$ cat config.mk
export PLATFORM = sky130hd
export DESIGN_NAME = xbus_row_arbiter
export DESIGN_NICKNAME = d
export VERILOG_FILES = /design/src/rtl/xbus_row_arbiter.sv
export SDC_FILE = /design/constraint.sdc
export NUM_CORES = 1
export LEC_CHECK = 0
export ABC_AREA = 1
export BUFFER_PORTS_ARGS = -buffer_cell sky130_fd_sc_hd__buf_2
export CAP_MARGIN = 15
export CORE_UTILIZATION = 38
export CTS_BUF_LIST = sky130_fd_sc_hd__clkbuf_4 sky130_fd_sc_hd__clkbuf_8
export DETAILED_ROUTE_END_ITERATION = 6
export RECOVER_POWER = 50
export SLEW_MARGIN = 10
export SYNTH_ARGS = -nofsm -noshare
export SYNTH_HDL_FRONTEND = slang
export SYNTH_SLANG_ARGS = --single-unit
export TNS_END_PERCENT = 50
$ cat constraint.sdc
create_clock -name clk -period 2.1 [get_ports clk]
set_input_delay 0.21 -clock clk [delete_from_list [all_inputs] [get_ports clk]]
set_output_delay 0.21 -clock clk [all_outputs]
set_load 0.02 [all_outputs]
$ cat src/rtl/xbus_row_arbiter.sv
// xbus_row_arbiter
//   Round-robin scheduler that shares the single X data bus between NUM_ROW
//   PE-row feeders. One row at a time is granted for a burst of kernel_size
//   beats. y_tag carries the granted row and x_tag that row's current target
//   column. Each row's column pointer advances after every non-empty burst.
//
//   Optional build macro: XARB_PERF_CNT_EN adds the stat_beats / stat_stall
//   statistics outputs. Without it those ports and counters do not exist.
module xbus_row_arbiter #(
    parameter int DATA_WIDTH = 16,
    parameter int NUM_COL    = 4,
    parameter int NUM_ROW    = 2
) (
    input  logic                          clk,
    input  logic                          rstn,
    input  logic                          flush,
    input  logic                          rst_busy,
    input  logic [7:0]                    kernel_size,
    input  logic [NUM_ROW-1:0]            row_req,
    input  logic [NUM_ROW-1:0]            row_valid,
    input  logic [NUM_ROW*DATA_WIDTH-1:0] row_data,
    output logic [NUM_ROW-1:0]            row_ready,
    output logic [NUM_ROW-1:0]            row_gnt,
    output logic                          bus_valid,
    output logic [DATA_WIDTH-1:0]         bus_data,
    input  logic                          bus_ready,
    output logic [$clog2(NUM_ROW)-1:0]    y_tag,
    output logic [$clog2(NUM_COL)-1:0]    x_tag,
    output logic                          busy,
    output logic                          burst_done
`ifdef XARB_PERF_CNT_EN
    ,
    output logic [NUM_ROW*32-1:0]         stat_beats,
    output logic [31:0]                   stat_stall
`endif
);

    localparam int RW = $clog2(NUM_ROW);
    localparam int CW = $clog2(NUM_COL);
    localparam logic [RW-1:0] LAST_ROW = RW'(NUM_ROW - 1);
    localparam logic [CW-1:0] LAST_COL = CW'(NUM_COL - 1);

    typedef enum logic [1:0] {
        ST_IDLE = 2'd0,
        ST_XFER = 2'd1,
        ST_DONE = 2'd2
    } state_t;

    state_t state;
    state_t state_nxt;

    // Burst context, captured when the grant is issued.
    logic [RW-1:0]         gnt_row;
    logic [7:0]            klen;
    logic [7:0]            beat_cnt;
    logic                  zero_len;

    // Scheduling pointers that persist across bursts.
    logic [RW-1:0]         rr_ptr;
    logic [CW-1:0]         col_ptr [NUM_ROW];

    // Per-row view of the packed data bus.
    logic [DATA_WIDTH-1:0] row_word [NUM_ROW];

    logic [RW-1:0]         pick;
    logic                  grant_take;
    logic                  beat_fire;
    logic                  burst_end;

    for (genvar gr = 0; gr < NUM_ROW; gr++) begin : g_unpack
        assign row_word[gr] = row_data[gr*DATA_WIDTH +: DATA_WIDTH];
    end

    // First requesting row at or after start, wrapping past the last row.
    function automatic logic [RW-1:0] rr_pick(input logic [NUM_ROW-1:0] req,
                                              input logic [RW-1:0]      start);
        logic [RW-1:0] cand;
        logic [RW-1:0] sel;
        logic          found;
        cand  = start;
        sel   = '0;
        found = 1'b0;
        for (int i = 0; i < NUM_ROW; i++) begin
            if (!found && req[cand]) begin
                sel   = cand;
                found = 1'b1;
            end
            cand = (cand == LAST_ROW) ? '0 : cand + RW'(1);
        end
        return sel;
    endfunction

    function automatic logic [RW-1:0] next_row(input logic [RW-1:0] r);
        return (r == LAST_ROW) ? '0 : r + RW'(1);
    endfunction

    function automatic logic [CW-1:0] next_col(input logic [CW-1:0] c);
        return (c == LAST_COL) ? '0 : c + CW'(1);
    endfunction

    assign pick = rr_pick(row_req, rr_ptr);

    // FSM state register.
    always_ff @(posedge clk or negedge rstn) begin
        if (!rstn) begin
            state <= ST_IDLE;
        end else begin
            state <= state_nxt;
        end
    end

    // Next state and bus/tag outputs; flush overrides everything at the end.
    always_comb begin
        state_nxt  = state;
        grant_take = 1'b0;
        beat_fire  = 1'b0;
        burst_end  = 1'b0;
        row_gnt    = '0;
        row_ready  = '0;
        bus_valid  = 1'b0;
        bus_data   = '0;
        busy       = 1'b0;
        burst_done = 1'b0;
        y_tag      = '0;
        x_tag      = '0;

        case (state)
            ST_IDLE: begin
                if ((|row_req) && !rst_busy) begin
                    grant_take = 1'b1;
                    // An empty burst still reports completion, but moves no data.
                    state_nxt  = (kernel_size == 8'd0) ? ST_DONE : ST_XFER;
                end
            end
            ST_XFER: begin
                busy               = 1'b1;
                y_tag              = gnt_row;
                x_tag              = col_ptr[gnt_row];
                row_gnt[gnt_row]   = 1'b1;
                bus_valid          = row_valid[gnt_row];
                bus_data           = row_valid[gnt_row] ? row_word[gnt_row] : '0;
                row_ready[gnt_row] = bus_ready;
                beat_fire          = row_valid[gnt_row] & bus_ready;
                // klen is at least 1 here, so klen-1 never underflows.
                if (beat_fire && (beat_cnt == klen - 8'd1)) begin
                    state_nxt = ST_DONE;
                end
            end
            ST_DONE: begin
                busy       = 1'b1;
                y_tag      = gnt_row;
                x_tag      = col_ptr[gnt_row];
                burst_end  = 1'b1;
                burst_done = 1'b1;
                state_nxt  = ST_IDLE;
            end
            default: begin
                state_nxt = ST_IDLE;
            end
        endcase

        if (flush) begin
            state_nxt  = ST_IDLE;
            grant_take = 1'b0;
            beat_fire  = 1'b0;
            burst_end  = 1'b0;
            bus_valid  = 1'b0;
            bus_data   = '0;
            row_ready  = '0;
            burst_done = 1'b0;
        end
    end

    // Burst context, beat counter and the round-robin / column pointers.
    always_ff @(posedge clk or negedge rstn) begin
        if (!rstn) begin
            gnt_row  <= '0;
            klen     <= '0;
            beat_cnt <= '0;
            zero_len <= 1'b0;
            rr_ptr   <= '0;
            for (int r = 0; r < NUM_ROW; r++) begin
                col_ptr[r] <= '0;
            end
        end else if (flush) begin
            gnt_row  <= '0;
            klen     <= '0;
            beat_cnt <= '0;
            zero_len <= 1'b0;
            rr_ptr   <= '0;
            for (int r = 0; r < NUM_ROW; r++) begin
                col_ptr[r] <= '0;
            end
        end else begin
            if (grant_take) begin
                gnt_row  <= pick;
                klen     <= kernel_size;
                beat_cnt <= '0;
                zero_len <= (kernel_size == 8'd0);
            end
            if (beat_fire) begin
                beat_cnt <= beat_cnt + 8'd1;
            end
            if (burst_end) begin
                rr_ptr   <= next_row(gnt_row);
                beat_cnt <= '0;
                if (!zero_len) begin
                    col_ptr[gnt_row] <= next_col(col_ptr[gnt_row]);
                end
            end
        end
    end

`ifdef XARB_PERF_CNT_EN
    logic [31:0] beat_ctr [NUM_ROW];
    logic [31:0] stall_ctr;
    logic        stall_hit;

    assign stall_hit = (state == ST_XFER) && bus_valid && !bus_ready;

    // Saturating per-row beat counters and the shared stall counter.
    always_ff @(posedge clk or negedge rstn) begin
        if (!rstn) begin
            stall_ctr <= '0;
            for (int r = 0; r < NUM_ROW; r++) begin
                beat_ctr[r] <= '0;
            end
        end else if (flush) begin
            stall_ctr <= '0;
            for (int r = 0; r < NUM_ROW; r++) begin
                beat_ctr[r] <= '0;
            end
        end else begin
            if (beat_fire && (beat_ctr[gnt_row] != '1)) begin
                beat_ctr[gnt_row] <= beat_ctr[gnt_row] + 32'd1;
            end
            if (stall_hit && (stall_ctr != '1)) begin
                stall_ctr <= stall_ctr + 32'd1;
            end
        end
    end

    for (genvar gs = 0; gs < NUM_ROW; gs++) begin : g_stat
        assign stat_beats[gs*32 +: 32] = beat_ctr[gs];
    end
    assign stat_stall = stall_ctr;
`else
    // Statistics counters are not built in this configuration.
`endif

endmodule

==> flow_metrics.env <==
export IMPL_tritoncts="built"
export IMPL_worst_path_buf_inv=3
export IMPL_fin_setup_tns_ns=0
export IMPL_hold_class="input pin to flop"
export IMPL_multi_input_area_um2=1090
export IMPL_slew_headroom=0.0582
export IMPL_critical_path_top_delay_family="buffers and inverters"
export IMPL_status="complete, no violations"
export IMPL_finalSetupViolCount=0
export IMPL_routedLengthMet1_um=2230
export IMPL_grt_max_degree=26
export IMPL_dr_wl_met2_um=2510
export IMPL_synth_top_flop_cell="dfrtp_1"
export IMPL_initial_utilization=0.401
export IMPL_peakVddDrop_v=0.000282
export IMPL_grt_use_total=0.201
export IMPL_clk_latency_ns=0.27
export IMPL_max_freq_mhz=504
export IMPL_yosysSeqAreaShare=0.326
export IMPL_hold_viol=0
export IMPL_worstHoldPathCells=3
export IMPL_n_fill_cell=522
export IMPL_power_density_nw_per_um2=738
export IMPL_r2r_cells=8
export IMPL_grt_first_pass_wirelength_um=8300
export IMPL_dr_total_vias=2012
export IMPL_rows=25
export IMPL_finalWeightedCongestion=0.807
export IMPL_clkSlewWorstSetupHoldPaths_ns=0.09
export IMPL_drtPass1Iterations=4
export IMPL_synth_area_leaders="dfrtp_1, nand2_1, inv_1"
export IMPL_critical_path_most_common_cell="inv_1"
export IMPL_coreArea_um2=4790
export IMPL_wirelength_um=5010
export IMPL_rsz0062_at_grt="no"
export IMPL_post_cts_resized=0
export IMPL_postSynthCellCount=286
export IMPL_synth_top_area_frac=0.326
export IMPL_cp_data_arrival_time_ns=1.78
export IMPL_async_flop_share=1.00
export IMPL_layout_worst_path_cycle_share=0.946
export IMPL_fin_nets=416
export IMPL_synth_top_area_cell="dfrtp_1"
export IMPL_worstPathRequired_ns=1.89
export IMPL_path_depth=7
export IMPL_clk_path_buf_depth=2
export IMPL_crit_chain="inv_1 > ha_1 > inv_1 > nor2_8 > nand2_4 > a21oi_1 > buf_2"
export IMPL_numCtsBuffers=3
export IMPL_fin_cells=428
export IMPL_seq_area_um2=626
export IMPL_grt_ovfl_total=0
export IMPL_yosysUniqueCellTypes=33
export IMPL_ant_nets=0
export IMPL_highest_layer="met4"
export IMPL_cts_sinks=25
export IMPL_layout_drive_gt1_share=0.274
export IMPL_start_kind="flop"
export IMPL_wl_per_cell_um=11.7
export IMPL_synth_warnings=0
export IMPL_cap_viol_max_count=0
export IMPL_io_pins=75
export IMPL_io_buffers=74
export IMPL_postSynthAreaPerCell_um2=6.72
export IMPL_worstSetupPathType="flop to primary output"
export IMPL_p_leak_nw=1.33
export IMPL_drt_iter0_drc=72
export IMPL_critPathCaptureType="primary output"
export IMPL_crit_fanout=19
export IMPL_final_max_slew_violation_count=0
export IMPL_period_needed_ns=1.99
export IMPL_setup_ws_ns=0.114
export IMPL_synthToLayoutAreaGrowth_pct=25.5
export IMPL_pre_cts_slack_ns=0.338
export IMPL_synth_edf_count=0
export IMPL_antenna_found_initial=0
export IMPL_drc_errors=0
export IMPL_dieArea_um2=5340
export IMPL_dp_cells=423
export IMPL_die_h_um=73.1
export IMPL_skew_ns=0.00286
export IMPL_cp_slowest_cell="dfrtp_1"
export IMPL_dr_wl_met3_um=209
export IMPL_diodes=0
export IMPL_tightest_slew_ns=1.41
export IMPL_grt_pass1_vias=1886
export IMPL_htreeDepth=1
export IMPL_synth_seq_cells=25
export IMPL_vias_per_cell=4.70
export IMPL_synth_nets=340
export IMPL_syn_area_um2=1920
export IMPL_cts_root_buffer="clkbuf_8"
export IMPL_critPathMaxStageDelay_ns=0.41
export IMPL_hpwl_um=3990
export IMPL_total_power_mw=1.78
export IMPL_die_w_um=73.1
-- cells by family (layout without fill, tap and decap cells) --
logic type,count (synthesis),in the layout,synth area share
DFF,25,25,0.326
adders and majority gates,5,5,0.0326
muxes,1,1,0.00521
and+or+nand+nor,147,147,0.336
buffers and inverters,50,125,0.106
xor gates and xnor gates,8,8,0.0365
AOI/OAI and AO/OA,50,50,0.159
-- state kept, by name (all words and copies together), names as in the netlist --
| signal | flops |
|---|---|
| klen | 8 |
| state | 2 |
| beat_cnt | 8 |
| gnt_row | 1 |
| rr_ptr | 1 |
| col_ptr | 4 |
| zero_len | 1 |
-- worst paths after layout --
path	start	endpoint	slack, ns
min in group asynchronous	rstn	beat_cnt[2]$_DFFE_PN0P_	0.79
max in group asynchronous	rstn	klen[4]$_DFFE_PN0P_	0.49
hold reg to reg	col_ptr[2]$_DFFE_PN0P_	col_ptr[2]$_DFFE_PN0P_	0.47
hold / removal	kernel_size[4]	klen[4]$_DFFE_PN0P_	0.20
setup reg to reg	state[1]$_DFFE_PN0P_	beat_cnt[5]$_DFFE_PN0P_	0.35
setup / recovery	state[1]$_DFFE_PN0P_	bus_data[13]	0.11
-- cells in the final DEF (no fill, tap or decap), types with 2 or more instances in the layout --
cell / count
a21oi_1: 19
xnor2_1: 3
nand3_1: 20
ha_1: 5
buf_2: 72
o21ai_0: 13
a21oi_2: 2
buf_4: 2
nand2_1: 85
inv_2: 4
clkbuf_1: 3
inv_1: 38
nor2_2: 2
nor2_1: 27
o21ai_1: 2
o22ai_1: 10
dfrtp_1: 25
nor4_1: 2
nand2_4: 2
xor2_1: 5
nand2_2: 4
clkbuf_8: 3
-- report_power, final --
part / switching [mW] / internal (mW) / total [mW]
logic: 0.569 / 0.301 / 0.870
registers: 0.0556 / 0.540 / 0.595
clock network: 0.165 / 0.149 / 0.314
total: 0.789 / 0.990 / 1.78
-- cells in the mapped netlist (all sizes together) (2+ instances only) --
master  instances
nand2          91
inv            42
nor2           30
dfrtp          25
a21oi          21
nand3          21
o21ai          16
o22ai          10
ha              5
xor2            5
buf             4
clkbuf          3
xnor2           3
nor3            2
nor4            2
-- worst min-delay path: cells and delay by family --
| kind | cells | cell delay (ns) |
|---|---|---|
| compound gates | 1 | 0.08 |
| buf+inv | 2 | 0.16 |
-- through the flow --
stage           util  hold WS, ns  area (um2)
2_1_floorplan      -      -0.0856        1920
3_3_place_gp   0.493        0.245        2360
3_5_place_dp   0.493        0.256        2360
4_1_cts        0.505        0.208        2420
5_1_grt        0.504        0.221        2410
6_report       0.504        0.205        2410
-- what timing repair did --
| action | 4_1_cts | 5_1_grt |
|---|---|---|
| endpoints found under the hold margin | 25 | 0 |
| hold buffers | 1 | 0 |
| buffers inserted | 0 | 0 |
-- final cells by class --
| class | instances | share of cell area |
|---|---|---|
| Multi-Input combinational cell | 211 | 0.453 |
| Sequential cell | 25 | 0.260 |
| Inverter | 43 | 0.0675 |
| Timing Repair Buffer | 78 | 0.165 |
| Tap cell | 67 | 0.0348 |
| Clock buffer | 4 | 0.0202 |
-- metal layers --
layer,GRT usage,up-vias
li1,-,1065
met1,0.242,880
met2,0.367,62
met3,0.0249,5
met4,0.0632,0
met5,0,-
(Power assumes the default switching activity.)
